===== src/rtl/fitness_feeder_if.sv =====
// rtl/fitness_feeder_if.sv - coefficient, population-memory and evaluator signals of the fitness feeder.
interface fitness_feeder_if #(
  parameter int NUM_PARTICLE_TYPE = 3,
  parameter int DATA_WIDTH        = 4,
  parameter int INDIVIDUAL_LENGTH = 22,
  parameter int IDX_WIDTH         = 8
);
  logic                                                   start_i;
  logic [NUM_PARTICLE_TYPE*DATA_WIDTH-1:0]                self_energy_vec_i;
  logic [NUM_PARTICLE_TYPE*NUM_PARTICLE_TYPE*DATA_WIDTH-1:0] interact_matrix_i;
  logic                                                   pop_rd_en_o;
  logic [IDX_WIDTH-1:0]                                   pop_rd_addr_o;
  logic [INDIVIDUAL_LENGTH-1:0]                           pop_rd_data_i;
  logic [DATA_WIDTH-1:0]                                  self_energy_o;
  logic                                                   wrSelfEnergyValid_o;
  logic [DATA_WIDTH-1:0]                                  interact_energy_o;
  logic                                                   wrInteractEnergyValid_o;
  logic                                                   in_valid_o;
  logic [INDIVIDUAL_LENGTH-1:0]                           individual_vec_o;
  logic [IDX_WIDTH-1:0]                                   ind_idx_o;
  logic                                                   out_valid_i;
  logic                                                   busy_o;
  logic                                                   finish_o;

  modport master (
    input  start_i, self_energy_vec_i, interact_matrix_i, pop_rd_data_i, out_valid_i,
    output pop_rd_en_o, pop_rd_addr_o, self_energy_o, wrSelfEnergyValid_o,
           interact_energy_o, wrInteractEnergyValid_o, in_valid_o, individual_vec_o,
           ind_idx_o, busy_o, finish_o
  );

  modport slave (
    output start_i, self_energy_vec_i, interact_matrix_i, pop_rd_data_i, out_valid_i,
    input  pop_rd_en_o, pop_rd_addr_o, self_energy_o, wrSelfEnergyValid_o,
           interact_energy_o, wrInteractEnergyValid_o, in_valid_o, individual_vec_o,
           ind_idx_o, busy_o, finish_o
  );
endinterface


===== src/rtl/fitness_feeder.sv =====
// rtl/fitness_feeder.sv - loads energy coefficients into the evaluator, streams the population, waits for all results.
module fitness_feeder #(
  parameter int NUM_PARTICLE_TYPE = 3,
  parameter int DATA_WIDTH        = 4,
  parameter int INDIVIDUAL_LENGTH = 22,
  parameter int POP_SIZE          = 50,
  parameter int IDX_WIDTH         = 8
) (
  input logic               clk_i,
  input logic               rst_n,
  fitness_feeder_if.master  bus
);
  localparam int NUM_IE = NUM_PARTICLE_TYPE * NUM_PARTICLE_TYPE;
  localparam int SUB_W  = $clog2(NUM_IE + 1);
  localparam logic [SUB_W-1:0]     SE_LAST   = SUB_W'(NUM_PARTICLE_TYPE);
  localparam logic [SUB_W-1:0]     IE_LAST   = SUB_W'(NUM_IE);
  localparam logic [IDX_WIDTH-1:0] ADDR_LAST = IDX_WIDTH'(POP_SIZE - 1);
  localparam logic [IDX_WIDTH-1:0] RES_DONE  = IDX_WIDTH'(POP_SIZE);

  typedef enum logic [2:0] {IDLE, LOAD_SE, GAP1, LOAD_IE, GAP2, STREAM, WAIT, DONE} state_t;

  state_t                                  state;
  logic [NUM_PARTICLE_TYPE*DATA_WIDTH-1:0] se_q;
  logic [NUM_IE*DATA_WIDTH-1:0]            ie_q;
  logic [SUB_W-1:0]                        sub;
  logic [IDX_WIDTH-1:0]                    res_cnt;
  logic [IDX_WIDTH-1:0]                    res_next;
  logic                                    wr_se_q, wr_ie_q, pop_en_q, in_valid_q, finish_q;
  logic [DATA_WIDTH-1:0]                   se_o_q, ie_o_q;
  logic [IDX_WIDTH-1:0]                    pop_addr_q, ind_idx_q;

  assign res_next = res_cnt + IDX_WIDTH'(bus.out_valid_i);

  // Each state branch sets the outputs that will be visible during the following cycle.
  always_ff @(posedge clk_i or negedge rst_n) begin
    if (!rst_n) begin
      state      <= IDLE;
      se_q       <= '0;
      ie_q       <= '0;
      sub        <= '0;
      res_cnt    <= '0;
      wr_se_q    <= 1'b0;
      wr_ie_q    <= 1'b0;
      se_o_q     <= '0;
      ie_o_q     <= '0;
      pop_en_q   <= 1'b0;
      pop_addr_q <= '0;
      in_valid_q <= 1'b0;
      ind_idx_q  <= '0;
      finish_q   <= 1'b0;
    end else begin
      in_valid_q <= pop_en_q;
      ind_idx_q  <= pop_addr_q;
      if (state == STREAM || state == WAIT) begin
        res_cnt <= res_next;
      end
      case (state)
        IDLE: begin
          if (bus.start_i) begin
            se_q    <= bus.self_energy_vec_i;
            ie_q    <= bus.interact_matrix_i;
            res_cnt <= '0;
            sub     <= SUB_W'(1);
            wr_se_q <= 1'b1;
            se_o_q  <= bus.self_energy_vec_i[DATA_WIDTH-1:0];
            state   <= LOAD_SE;
          end
        end
        LOAD_SE: begin
          if (sub == SE_LAST) begin
            wr_se_q <= 1'b0;
            se_o_q  <= '0;
            state   <= GAP1;
          end else begin
            se_o_q <= se_q[32'(sub)*DATA_WIDTH +: DATA_WIDTH];
            sub    <= sub + 1'b1;
          end
        end
        GAP1: begin
          sub     <= SUB_W'(1);
          wr_ie_q <= 1'b1;
          ie_o_q  <= ie_q[DATA_WIDTH-1:0];
          state   <= LOAD_IE;
        end
        LOAD_IE: begin
          if (sub == IE_LAST) begin
            wr_ie_q <= 1'b0;
            ie_o_q  <= '0;
            state   <= GAP2;
          end else begin
            ie_o_q <= ie_q[32'(sub)*DATA_WIDTH +: DATA_WIDTH];
            sub    <= sub + 1'b1;
          end
        end
        GAP2: begin
          pop_en_q   <= 1'b1;
          pop_addr_q <= '0;
          state      <= STREAM;
        end
        STREAM: begin
          if (pop_addr_q == ADDR_LAST) begin
            pop_en_q   <= 1'b0;
            pop_addr_q <= '0;
            state      <= WAIT;
          end else begin
            pop_addr_q <= pop_addr_q + 1'b1;
          end
        end
        WAIT: begin
          if (res_next == RES_DONE) begin
            finish_q <= 1'b1;
            state    <= DONE;
          end
        end
        DONE: begin
          finish_q <= 1'b0;
          state    <= IDLE;
        end
        default: state <= IDLE;
      endcase
    end
  end

  assign bus.self_energy_o           = se_o_q;
  assign bus.wrSelfEnergyValid_o     = wr_se_q;
  assign bus.interact_energy_o       = ie_o_q;
  assign bus.wrInteractEnergyValid_o = wr_ie_q;
  assign bus.pop_rd_en_o             = pop_en_q;
  assign bus.pop_rd_addr_o           = pop_addr_q;
  assign bus.in_valid_o              = in_valid_q;
  assign bus.ind_idx_o               = ind_idx_q;
  // Memory data arrives one cycle after the read, aligned with the delayed valid.
  assign bus.individual_vec_o        = in_valid_q ? bus.pop_rd_data_i : '0;
  assign bus.busy_o                  = (state != IDLE);
  assign bus.finish_o                = finish_q;
endmodule


===== src/flat_wrapper.sv =====
// flat-port wrapper written by rule: the top's interface ports become plain ports
module fitness_feeder_flat 
#(
  parameter int NUM_PARTICLE_TYPE = 3,
  parameter int DATA_WIDTH        = 4,
  parameter int INDIVIDUAL_LENGTH = 22,
  parameter int POP_SIZE          = 50,
  parameter int IDX_WIDTH         = 8
)
  (clk_i, rst_n, bus_start_i, bus_self_energy_vec_i, bus_interact_matrix_i, bus_pop_rd_data_i, bus_out_valid_i, bus_pop_rd_en_o, bus_pop_rd_addr_o, bus_self_energy_o, bus_wrSelfEnergyValid_o, bus_interact_energy_o, bus_wrInteractEnergyValid_o, bus_in_valid_o, bus_individual_vec_o, bus_ind_idx_o, bus_busy_o, bus_finish_o);
  fitness_feeder_if #(.NUM_PARTICLE_TYPE(NUM_PARTICLE_TYPE), .DATA_WIDTH(DATA_WIDTH), .INDIVIDUAL_LENGTH(INDIVIDUAL_LENGTH), .IDX_WIDTH(IDX_WIDTH)) bus_i ();
  input logic clk_i;
  input logic rst_n;
  input wire logic [$bits(bus_i.start_i)-1:0] bus_start_i;
  input wire logic [$bits(bus_i.self_energy_vec_i)-1:0] bus_self_energy_vec_i;
  input wire logic [$bits(bus_i.interact_matrix_i)-1:0] bus_interact_matrix_i;
  input wire logic [$bits(bus_i.pop_rd_data_i)-1:0] bus_pop_rd_data_i;
  input wire logic [$bits(bus_i.out_valid_i)-1:0] bus_out_valid_i;
  output wire logic [$bits(bus_i.pop_rd_en_o)-1:0] bus_pop_rd_en_o;
  output wire logic [$bits(bus_i.pop_rd_addr_o)-1:0] bus_pop_rd_addr_o;
  output wire logic [$bits(bus_i.self_energy_o)-1:0] bus_self_energy_o;
  output wire logic [$bits(bus_i.wrSelfEnergyValid_o)-1:0] bus_wrSelfEnergyValid_o;
  output wire logic [$bits(bus_i.interact_energy_o)-1:0] bus_interact_energy_o;
  output wire logic [$bits(bus_i.wrInteractEnergyValid_o)-1:0] bus_wrInteractEnergyValid_o;
  output wire logic [$bits(bus_i.in_valid_o)-1:0] bus_in_valid_o;
  output wire logic [$bits(bus_i.individual_vec_o)-1:0] bus_individual_vec_o;
  output wire logic [$bits(bus_i.ind_idx_o)-1:0] bus_ind_idx_o;
  output wire logic [$bits(bus_i.busy_o)-1:0] bus_busy_o;
  output wire logic [$bits(bus_i.finish_o)-1:0] bus_finish_o;
  assign bus_i.start_i = bus_start_i;
  assign bus_i.self_energy_vec_i = bus_self_energy_vec_i;
  assign bus_i.interact_matrix_i = bus_interact_matrix_i;
  assign bus_i.pop_rd_data_i = bus_pop_rd_data_i;
  assign bus_i.out_valid_i = bus_out_valid_i;
  assign bus_pop_rd_en_o = bus_i.pop_rd_en_o;
  assign bus_pop_rd_addr_o = bus_i.pop_rd_addr_o;
  assign bus_self_energy_o = bus_i.self_energy_o;
  assign bus_wrSelfEnergyValid_o = bus_i.wrSelfEnergyValid_o;
  assign bus_interact_energy_o = bus_i.interact_energy_o;
  assign bus_wrInteractEnergyValid_o = bus_i.wrInteractEnergyValid_o;
  assign bus_in_valid_o = bus_i.in_valid_o;
  assign bus_individual_vec_o = bus_i.individual_vec_o;
  assign bus_ind_idx_o = bus_i.ind_idx_o;
  assign bus_busy_o = bus_i.busy_o;
  assign bus_finish_o = bus_i.finish_o;
  fitness_feeder #(.NUM_PARTICLE_TYPE(NUM_PARTICLE_TYPE), .DATA_WIDTH(DATA_WIDTH), .INDIVIDUAL_LENGTH(INDIVIDUAL_LENGTH), .POP_SIZE(POP_SIZE), .IDX_WIDTH(IDX_WIDTH)) u_core (.clk_i(clk_i), .rst_n(rst_n), .bus(bus_i));
endmodule

===== config.mk =====
export PLATFORM = sky130hd
export DESIGN_NAME = fitness_feeder_flat
export DESIGN_NICKNAME = d
export VERILOG_FILES = /design/src/rtl/fitness_feeder_if.sv /design/src/rtl/fitness_feeder.sv /design/src/flat_wrapper.sv
export SDC_FILE = /design/constraint.sdc
export NUM_CORES = 1
export LEC_CHECK = 0
export BUFFER_PORTS_ARGS = -buffer_cell sky130_fd_sc_hd__buf_2
export CAP_MARGIN = 20
export CORE_MARGIN = 1
export CORE_UTILIZATION = 35
export DETAILED_ROUTE_END_ITERATION = 10
export PLACE_DENSITY_LB_ADDON = 0.05
export SKIP_CTS_REPAIR_TIMING = 1
export SLEW_MARGIN = 25
export SYNTH_ARGS = -nofsm -noshare
export SYNTH_HDL_FRONTEND = slang
export SYNTH_SLANG_ARGS = --single-unit

===== constraint.sdc =====
create_clock -name clk_i -period 5.3 [get_ports clk_i]
set_input_delay 0.265 -clock clk_i [delete_from_list [all_inputs] [get_ports clk_i]]
set_output_delay 0.265 -clock clk_i [all_outputs]
set_load 0.01 [all_outputs]

---- After elaboration in Yosys (flattened, before gate mapping) ----
Index checks and enable logic that the tools add are counted.
word-level totals
  register bits ........................... 92
  bits of input ports ..................... 74
  word-level logic and storage cells ...... 83
  output and inout bits ................... 52
cells by class
  shift operators ......................... 2
  add/subtract/negate cells ............... 3
  equal/unequal tests ..................... 18
  mux-type cells .......................... 30
  reductions and logical operators ........ 16
operators with widths
  cell                   count
  $shiftx A36 B7 Y4      1
  $mux W8                4
  $mux W4                6
  $pmux W3 S8            1
  $mux W22               1
  $eq A8 B6 Y1 const B   2
  $pmux W4 S2            2
  $pmux W4 S4            1
  $pmux W8 S2            1
  $mux W3                5
  $eq A3 B3 Y1 const B   4
  $shiftx A12 B7 Y4      1
  $ne A2 B2 Y1 const B   5
  $reduce_and A2 Y1      5
  $add A8 B1 Y8          1
  $add A8 B1 Y8 const B  1
  $pmux W1 S2            4
  $reduce_bool A2 Y1     4
  $eq A3 B2 Y1 const B   2
  $mux W1                5
  $reduce_and A5 Y1      1
  $add A4 B1 Y4 const B  1
  $eq A4 B2 Y1 const B   1
  $eq A4 B4 Y1 const B   1
  8 further kinds        9

---- Depth between registers and ports, before layout ----
Gate-level depths: netlist (run 1).
  depth after elaboration ................. 5
  gate-level depth with buffers ........... 9
  gate-level depth less buffers ........... 8

---- Worst setup path before layout (run 1) ----
No wires, ideal clock.
  path type ............................... reg-to-reg
  from .................................... register u_core.sub[1]
  to ...................................... register u_core.state[1]
  setup time .............................. 0.125 ns
  clock period less this slack ............ 2.142 ns
  stages on the path, launching flop included .. 10
  data arrival time ....................... 2.017 ns
  data required time ...................... 5.175 ns
  path buffers ............................ 2
  path slack .............................. 3.158 ns
  path through ............................ dfrtp_1 > clkbuf_1 > clkbuf_1 > inv_1 > ha_1 > nand3_1 > a21oi_1 > o21ai_0 > nor4b_4 > mux2_4
between the ends
  word-level cells in the longest chain between the ends .. 3
  elaborated cells between the ends (all ways) .. 5
  those cells by class .................... eq/ne: 4; reduce/logical: 1
ends and longest elaborated chain
  item                                          RTL line                                    source
  from (decl)                                   fitness_feeder.sv:25                        logic [SUB_W-1:0] sub;
  from (signal assigned)                        fitness_feeder.sv:76                        sub <= sub + 1'b1;
  from (signal assigned)                        fitness_feeder.sv:92                        sub <= sub + 1'b1;
  $eq A4 B4 Y1 or $eq A4 B2 Y1 (tied branches)  fitness_feeder.sv:86, fitness_feeder.sv:70
  $ne A2 B1 Y1 (no line)                        --
  $reduce_and A5 Y1 (no line) *                 --
  to (signal assigned)                          fitness_feeder.sv:83                        state <= LOAD_IE;
  to (signal assigned)                          fitness_feeder.sv:89                        state <= GAP2;
  to (signal assigned)                          fitness_feeder.sv:98                        state <= STREAM;
  to (decl)                                     fitness_feeder.sv:22                        state_t state;
Mark *: on every way between the ends. The rest lies on a longest branch, timed or not.
A chain may end at the register's enable or synchronous reset.

---- Final worst setup path (run 1) ----
  from .................................... register u_core.state[0]
  to ...................................... register u_core.ie_q[18]
between the ends
  word-level cells in the longest chain between the ends .. 2
ends and longest elaborated chain
  item                         RTL line              source
  from (signal assigned)       fitness_feeder.sv:37  state <= IDLE;
  from (signal assigned)       fitness_feeder.sv:66  state <= LOAD_SE;
  from (signal assigned)       fitness_feeder.sv:73  state <= GAP1;
  $logic_not A3 Y1             fitness_feeder.sv:57  case (state)
  $reduce_and A2 Y1 (no line)  --
  to (signal assigned)         fitness_feeder.sv:61  ie_q <= bus.interact_matrix_i;
  to (decl)                    fitness_feeder.sv:24  logic [NUM_IE*DATA_WIDTH-1:0] ie_q;
Every way passes these cells.

==> results of run 1 <==
registers in the layout, summed over array words and instances (netlist names):
register                            flops
u_core.bus.finish_o                     1
u_core.bus.in_valid_o                   1
u_core.bus.ind_idx_o                    8
u_core.bus.interact_energy_o            4
u_core.bus.pop_rd_addr_o                8
u_core.bus.pop_rd_en_o                  1
u_core.bus.self_energy_o                4
u_core.bus.wrInteractEnergyValid_o      1
u_core.bus.wrSelfEnergyValid_o          1
u_core.ie_q                            36
u_core.res_cnt                          8
u_core.se_q                            12
u_core.state                            3
u_core.sub                              4
through the flow:
step	setup WS [ps]	area (sq um)	power (mW)
floorplan	3160	4540	0.907
global placement	2620	5320	0.986
detailed placement	2520	5320	0.987
CTS	2510	5620	1.66
global route	2350	5630	1.72
finish	2570	5630	1.63
cell usage after synthesis, drive strengths merged, types with 10 or more instances:
library cell and n:
nor2 25, a21oi 24, dfrtp 92, clkbuf 12
o21ai 24, nand2 37, and2 22, mux2 50
nor2b 10, ha 10
cells by family (layout without fill, tap and decap cells):
group,count (synthesis),after routing
simple gates,129,129
flops,92,92
compound gates,70,70
mux,67,67
xor+xnor,8,8
fa+ha+maj,10,10
buf+inv,28,150
placed cells by master, fill, tap and decap left out, drive strengths merged:
master,Yosys,routed
nand3b,1,1
clkbuf,12,14
nor4b,2,2
o22ai,1,1
buf,9,127
o31ai,4,4
mux2i,9,9
nor2,25,25
nor2b,10,10
inv,7,7
a31oi,2,2
a21oi,24,24
nor3,5,5
o211ai,1,1
nor4,2,2
nand2,37,37
o21ai,24,24
dlygate4sd3,0,1
a31o,1,1
mux4,8,8
and3,3,3
and2,22,22
o31a,1,1
a211oi,1,1
xnor2,5,5
nand3,8,8
ha,10,10
xor2,3,3
o311ai,1,1
mux2,50,50
dfrtp,92,92
nand2b,9,9
o21a,1,1
nand4,3,3
or2,1,1
o32ai,1,1
or4b,1,1
bufinv,0,1
a22oi,4,4
o221ai,4,4
worst max-delay path, delay by kind of cell, from the launching register on:
family	cells	cell delay [ps]
adders and majority gates	1	330
buffers and inverters	2	570
DFF	1	400
muxes	1	380
and+or+nand+nor	2	930
per-layer routing:
layer / vias up / GRT usage (%)
met4: 0 / 7.52
met5: - / 0
li1: 1674 / -
met1: 1601 / 21.2
met2: 111 / 25.9
met3: 10 / 4.18
worst paths after layout:
kind | end | slack (ps) | startpoint
max in group asynchronous | u_core.bus.wrSelfEnergyValid_o$_DFFE_PN0P_ | 3770 | rst_n
worst min register to register | u_core.bus.in_valid_o$_DFF_PN0_ | 430 | u_core.bus.pop_rd_en_o$_DFFE_PN0P_
worst min-delay path | u_core.ie_q[26]$_DFFE_PN0P_ | 150 | bus_interact_matrix_i[26]
worst max-delay path | u_core.ie_q[18]$_DFFE_PN0P_ | 2570 | u_core.state[0]$_DFFE_PN0P_
min in group asynchronous | u_core.bus.pop_rd_addr_o[3]$_DFFE_PN0P_ | 400 | rst_n
worst max register to register | u_core.ie_q[18]$_DFFE_PN0P_ | 2570 | u_core.state[0]$_DFFE_PN0P_
cell type report:
cell class	instances	area (sq um)	area share, %
sequential	92	2300	40.9
multi-input combinational	284	2130	37.9
timing repair buffer	128	653	11.6
clock buffer	14	274	4.86
tap	172	215	3.82
clock inverter	1	30.0	0.533
inverter	7	26.3	0.466
power by group through the flow:
stage,registers [mW],clock network (mW),logic (mW)
after floorplan,0.788,0,0.119
after global placement,0.800,0,0.186
after detailed placement,0.800,0,0.187
after CTS,0.787,0.683,0.187
after global routing,0.795,0.714,0.212
final,0.787,0.663,0.184
==> tab_implementation.tex, run 1 <==
\begin{tabular}{lr}
\hline
Metric & Value \\
\hline
\multicolumn{2}{l}{\textbf{STA}} \\
RSZ-0062 raised after global routing & false \\
Count of final hold-check violations & 0 \\
Upper clock frequency limit & 366 MHz \\
Setup violation total in the final timing report & 0 \\
Worst clock skew & 3.44 ps \\
Worst hold slack & 146 ps \\
Max Slew Vio Count & 0 \\
Period minus WS final & 2730 ps \\
TNS Setup & 0 ps \\
Worst-Margin Slew & 952 ps \\
Worst max-slew margin expressed relative to the limit & 36.5\% \\
Share of the cycle needed by the critical path after routing & 51.5\% \\
\multicolumn{2}{l}{\textbf{Floorplan}} \\
Core Area & 12600 sq um \\
Starting Density & 36.0\% \\
Die Width & 116 microns \\
FP Rows & 41 \\
Die Footprint & 13400 sq um \\
Floorplan die height & 116 microns \\
I/O pin total & 126 \\
\multicolumn{2}{l}{\textbf{Clocking}} \\
TritonCTS Sinks & 92 \\
Clock tree from TritonCTS & built \\
Buffer type at the clock tree root & sky130\_fd\_sc\_hd\_\_clkbuf\_16 \\
CTS Buf Count & 9 \\
Clk pin slew, worst setup/hold paths & 60 ps \\
Clock latency on the worst-skew pair & 350 ps \\
Clock Tree Buf Depth & 2 \\
Depth of the CTS H-tree & 3 \\
\multicolumn{2}{l}{\textbf{Placed design}} \\
IO Port Bufs & 125 \\
Count of placed standard cells including taps & 682 \\
Final GP Congestion & 0.752 \\
Detailed placement HPWL & 7300 microns \\
\multicolumn{2}{l}{\textbf{Synth}} \\
Share of the synthesized area in the top cell type & 50.7\% \\
Main area contributors after synthesis & sky130\_fd\_sc\_hd\_\_dfrtp\_1 (51\%), sky130\_fd\_sc\_hd\_\_mux2\_2 (12\%), sky130\_fd\_sc\_hd\_\_mux4\_2 (4.0\%) \\
Number of distinct library cells after synthesis & 41 \\
Post-synthesis net count & 488 \\
Average cell area after synthesis & 11.2 sq um \\
Main combinational cell family by area after synthesis & multiplexers \\
Most used flip-flop cell after synthesis & sky130\_fd\_sc\_hd\_\_dfrtp\_1 \\
Xor and xnor area share after synthesis & 1.54\% \\
Simple-Gate Fraction of Synth Area & 14.6\% \\
Number of enable-type register cells in the synthesized netlist & 0 \\
Share of synthesized registers carrying an async set or reset & 100\% \\
Adder-cell area share of the yosys netlist & 2.75\% \\
Post-synth design cell area & 4540 sq um \\
Multiplexer fraction of the synthesized cell area & 18.4\% \\
Number of warnings issued by yosys & 0 \\
Cell type with the largest total area after synthesis & sky130\_fd\_sc\_hd\_\_dfrtp\_1 \\
Share of the synthesized area in compound gates (AO/OA/AOI/OAI) & 9.44\% \\
Count of mapped cells out of synthesis & 404 \\
\#FFs+latches synth & 92 \\
Share of synthesized area occupied by flip-flops and latches & 50.7\% \\
\multicolumn{2}{l}{\textbf{Power and ir drop}} \\
Switching power summed over all nets & 0.391 mW \\
Switching share of power & 23.9\% \\
Combinational share of power & 11.3\% \\
Portion of total power attributed to the clock network & 40.6\% \\
Sequential Power Share & 48.2\% \\
Total leakage power & 2.66 nW \\
Worst-case vdd ir drop & 0.000135 V \\
Areal power density over the cells & 290 nW/um\^{}2 \\
Internal power contribution & 1.24 mW \\
\multicolumn{2}{l}{\textbf{Detailed routing}} \\
Met2 wirelength from detailed routing & 4730 microns \\
Routed wire per std cell & 14.7 microns \\
Detailed-routed wire length on met3 & 592 microns \\
Initial DRC Count & 206 \\
Wire length after detailed routing & 10200 microns \\
Via count & 3396 \\
First-pass DRT Iterations & 4 \\
Antenna violation net count after detailed routing & 0 \\
Uppermost signal routing layer after detailed routing & met4 \\
Met1 Wirelength & 4730 microns \\
Remaining design rule violation count & 0 \\
Routed via count divided by cell count & 4.87 \\
\multicolumn{2}{l}{\textbf{Critical path}} \\
Required time at the worst-slack endpoint & 5530 ps \\
Peak per-stage delay on the critical path & 730 ps \\
Standard cell with the maximum stage delay on the critical path & sky130\_fd\_sc\_hd\_\_nor2\_4 \\
Critical path start-end classification & reg -> reg \\
Kind of start point of the critical path & flop \\
Max Fanout on Critical Path & 32 \\
CP Cell Sequence & inv\_1 -> ha\_1 -> nand2b\_1 -> nor2\_4 -> buf\_4 -> mux2\_2 \\
Worst Reg-to-Reg Cells & 6 \\
Crit path DAT & 2960 ps \\
Kind of capture point of the worst setup path & flop \\
\multicolumn{2}{l}{\textbf{Flow run}} \\
Max capacitance violation total & 0 \\
\multicolumn{2}{l}{\textbf{Layout}} \\
Share of post-route cells with drive strength above 1 & 38.8\% \\
Final design utilization & 44.6\% \\
Net count reported at finish & 606 \\
Number of filler cells placed in the layout & 1198 \\
Count of non-filler cells in the finished layout & 698 \\
Antenna cells & 0 \\
Area growth, synth to finish & 24.0\% \\
\multicolumn{2}{l}{\textbf{Global route}} \\
Via count of the first global-routing pass & 3309 \\
Total gr overflow & 0 \\
Overall fraction of global-route tracks in use & 16.4\% \\
Largest net degree at the start of global routing & 61 \\
Wire length of the first global-routing pass & 16600 microns \\
Initial antenna violation count & 0 \\
\multicolumn{2}{l}{\textbf{Hold path}} \\
Cell depth of the worst hold path & 2 \\
Kind of path behind the tightest hold check & in -> reg \\
\multicolumn{2}{l}{\textbf{Status}} \\
Outcome & finished, final reports clean \\
\hline
\end{tabular}
Note: power is estimated with default switching activity, not from simulation.
==> run 2, diff against run 1 <==
- clock period: 5.3 -> 2.3 ns (I/O delays scaled with it)
==> run 2 against run 1 <==
The run now ends with hold timing left. Die area unchanged. Sequential share of layout area decreased by 1.8 points. Global-route usage decreased by 0.40 points. Cell area increased by 4.7%. Clock power increased by 130%. Via count increased by 2.7%. Critical endpoint is now u_core.state[1]$_DFFE_PN0P_. Highest routed layer unchanged.
==> tab_implementation.tex, run 2 (synthesized netlist as in run 1, its figures left out) <==
\begin{tabular}{lr}
\hline
Metric & Value \\
\hline
\multicolumn{2}{l}{\textbf{Status}} \\
Outcome & complete, but fails checks (was finished, final reports clean) \\
Violations in the final reports & hold timing \\
\multicolumn{2}{l}{\textbf{Floorplan}} \\
Starting Density & 36.0\% (unchanged) \\
FP Rows & 41 (unchanged) \\
Core Area & 12600 sq um (unchanged) \\
Floorplan die height & 116 microns (unchanged) \\
I/O pin total & 126 (unchanged) \\
Die Footprint & 13400 sq um (unchanged) \\
Die Width & 116 microns (unchanged) \\
\multicolumn{2}{l}{\textbf{Global route}} \\
Overall fraction of global-route tracks in use & 16.0\% (was 16.4\%) \\
Via count of the first global-routing pass & 3368 (was 3309) \\
Initial antenna violation count & 0 (unchanged) \\
Global routing usage on met3 & 3.71\% (was 4.18\%) \\
Total gr overflow & 0 (unchanged) \\
Largest net degree at the start of global routing & 43 (was 61) \\
Layer with the highest usage & met2 (unchanged) \\
Fraction of met2 tracks used by global routing & 25.8\% (was 25.9\%) \\
Wire length of the first global-routing pass & 16300 microns (was 16600 microns) \\
Met1 Use GR & 20.5\% (was 21.2\%) \\
\multicolumn{2}{l}{\textbf{Layout}} \\
Most common cell after layout, fill and taps aside & sky130\_fd\_sc\_hd\_\_buf\_2 (unchanged) \\
Area growth, synth to finish & 29.8\% (was 24.0\%) \\
Flip-flop count of the largest register, all copies and words added & 36 (unchanged) \\
Largest Register & u\_core.ie\_q (unchanged) \\
Area occupied by registers & 2300 sq um (unchanged) \\
Commonest cells after routing, fill and taps aside & sky130\_fd\_sc\_hd\_\_buf\_2 (124), sky130\_fd\_sc\_hd\_\_dfrtp\_1 (92), sky130\_fd\_sc\_hd\_\_mux2\_2 (49) (unchanged) \\
Final instance area & 5900 sq um (was 5630 sq um) \\
Net count reported at finish & 632 (was 606) \\
Number of filler cells placed in the layout & 1246 (was 1198) \\
Share of post-route cells with drive strength above 1 & 40.3\% (was 38.8\%) \\
Biggest registers after layout & u\_core.ie\_q: 36 flops, u\_core.se\_q: 12 flops (unchanged) \\
Antenna cells & 0 (unchanged) \\
Multi-input combinational cell area & 2140 sq um (was 2130 sq um) \\
\multicolumn{2}{l}{\textbf{Clocking}} \\
Clock tree from TritonCTS & built (unchanged) \\
Clock Tree Buf Depth & 2 (unchanged) \\
Clock latency on the worst-skew pair & 340 ps (was 350 ps) \\
Clk pin slew, worst setup/hold paths & 60 ps (about the same) \\
Buffer type at the clock tree root & sky130\_fd\_sc\_hd\_\_clkbuf\_16 (unchanged) \\
TritonCTS Sinks & 92 (unchanged) \\
CTS Buf Count & 9 (unchanged) \\
Depth of the CTS H-tree & 3 (unchanged) \\
\multicolumn{2}{l}{\textbf{Detailed routing}} \\
Antenna violation net count after detailed routing & 0 (unchanged) \\
Routed wire per std cell & 13.9 microns (was 14.7 microns) \\
Wire length after detailed routing & 10100 microns (was 10200 microns) \\
Remaining design rule violation count & 0 (unchanged) \\
Routed via count divided by cell count & 4.81 (was 4.87) \\
Via count & 3489 (was 3396) \\
Initial DRC Count & 139 (was 206) \\
First-pass DRT Iterations & 4 (unchanged) \\
\multicolumn{2}{l}{\textbf{Critical path}} \\
Kind of capture point of the worst setup path & flop (unchanged) \\
Max Fanout on Critical Path & 6 (was 32) \\
Crit path DAT & 2370 ps (was 2960 ps) \\
Peak per-stage delay on the critical path & 380 ps (was 730 ps) \\
Instance count on the critical path & 8 (was 6) \\
Required time at the worst-slack endpoint & 2530 ps (was 5530 ps) \\
Family with the most delay on the worst path & adder cells (was simple AND/OR/NAND/NOR gates) \\
Worst path bufs/invs & 0 (was 2) \\
CP Cell Sequence & ha\_1 -> ha\_1 -> a21oi\_1 -> nor2\_1 -> o32ai\_2 -> nor2\_1 -> nor4b\_4 -> mux2\_4 (was inv\_1 -> ha\_1 -> nand2b\_1 -> nor2\_4 -> buf\_4 -> mux2\_2) \\
Worst Reg-to-Reg Cells & 8 (was 6) \\
Kind of start point of the critical path & flop (unchanged) \\
Standard cell with the maximum stage delay on the critical path & sky130\_fd\_sc\_hd\_\_dfrtp\_1 (was sky130\_fd\_sc\_hd\_\_nor2\_4) \\
Critical path start-end classification & reg -> reg (unchanged) \\
\multicolumn{2}{l}{\textbf{STA}} \\
Period minus WS final & 2140 ps (was 2730 ps) \\
Worst-case setup margin in the final layout & 156 ps (was 2570 ps) \\
Worst-Margin Slew & 589 ps (was 952 ps) \\
Max Slew Vio Count & 0 (unchanged) \\
Worst max-slew margin expressed relative to the limit & 60.5\% (was 36.5\%) \\
Worst hold slack & -0.324 ps (was 146 ps) \\
Setup violation total in the final timing report & 0 (unchanged) \\
RSZ-0062 raised after global routing & false (unchanged) \\
Share of the cycle needed by the critical path after routing & 93.2\% (was 51.5\%) \\
Upper clock frequency limit & 467 MHz (was 366 MHz) \\
TNS Setup & 0 ps (unchanged) \\
Count of final hold-check violations & 2 (was 0) \\
Worst clock skew & 4.16 ps (was 3.44 ps) \\
\multicolumn{2}{l}{\textbf{Hold path}} \\
Kind of path behind the tightest hold check & in -> reg (unchanged) \\
Cell depth of the worst hold path & 2 (unchanged) \\
\multicolumn{2}{l}{\textbf{Power and ir drop}} \\
Total power & 3.80 mW (was 1.63 mW) \\
Total leakage power & 2.80 nW (was 2.66 nW) \\
Areal power density over the cells & 644 nW/um\^{}2 (was 290 nW/um\^{}2) \\
Worst-case vdd ir drop & 0.000276 V (was 0.000135 V) \\
\multicolumn{2}{l}{\textbf{Placed design}} \\
Final GP Congestion & 0.756 (was 0.752) \\
Area post-placement & 5470 sq um (was 5320 sq um) \\
IO Port Bufs & 125 (unchanged) \\
Detailed placement HPWL & 7320 microns (was 7300 microns) \\
Worst setup slack after placement & 44.9 ps (was 2520 ps) \\
\multicolumn{2}{l}{\textbf{Flow run}} \\
Max capacitance violation total & 0 (unchanged) \\
\hline
\end{tabular}
[run 2: worst reg2reg max path: stages (launching register included)]
cell and delay, ps:
sky130_fd_sc_hd__dfrtp_1 380, sky130_fd_sc_hd__ha_1 230, sky130_fd_sc_hd__ha_1 260, sky130_fd_sc_hd__a21oi_1 150, sky130_fd_sc_hd__nor2_1 60, sky130_fd_sc_hd__o32ai_2 240
sky130_fd_sc_hd__nor2_1 110, sky130_fd_sc_hd__nor4b_4 280, sky130_fd_sc_hd__mux2_4 330
[run 2: through the flow]
step,util [%],cells
after floorplan,-,404
after global placement,43.3,698
after detailed placement,43.3,698
after CTS,45.8,714
after global routing,46.7,725
final,46.7,725
[run 2: path summary, 6_finish.rpt]
path	startpoint	end	slack (ps)
max	u_core.res_cnt[0]$_DFF_PN0_	u_core.state[1]$_DFFE_PN0P_	160
min	bus_interact_matrix_i[28]	u_core.ie_q[28]$_DFFE_PN0P_	-0.3
max reg2reg	u_core.res_cnt[0]$_DFF_PN0_	u_core.state[1]$_DFFE_PN0P_	160
min reg2reg	u_core.bus.pop_rd_en_o$_DFFE_PN0P_	u_core.bus.in_valid_o$_DFF_PN0_	430
max in group asynchronous	rst_n	u_core.bus.ind_idx_o[1]$_DFF_PN0_	1420
min in group asynchronous	rst_n	u_core.bus.pop_rd_addr_o[5]$_DFFE_PN0P_	290
[run 2: layer usage]
| layer | up-vias | share of wire (%) | wire length (microns) |
|---|---|---|---|
| met1 | 1651 | 46 | 4620 |
| met5 | - | 0 | 0 |
| met4 | 0 | 1.8 | 180 |
| met3 | 13 | 5.3 | 539 |
| li1 | 1717 | - | - |
| met2 | 108 | 47 | 4760 |
[run 2: report_power, final]
group,switching [mW],internal [mW],total (mW)
clock,0.612,0.932,1.54
sequential,0.0905,1.72,1.81
combinational,0.206,0.242,0.448
total,0.909,2.89,3.80
[run 2: cell type report]
| type | instances | share of cell area (%) |
|---|---|---|
| clock buffers | 13 | 4.58 |
| repair buffers | 154 | 15.2 |
| flip-flops and latches | 92 | 39.0 |
| clock inverters | 3 | 0.743 |
| inverters | 7 | 0.446 |
| well taps | 172 | 3.65 |
| multi-input cells | 284 | 36.3 |
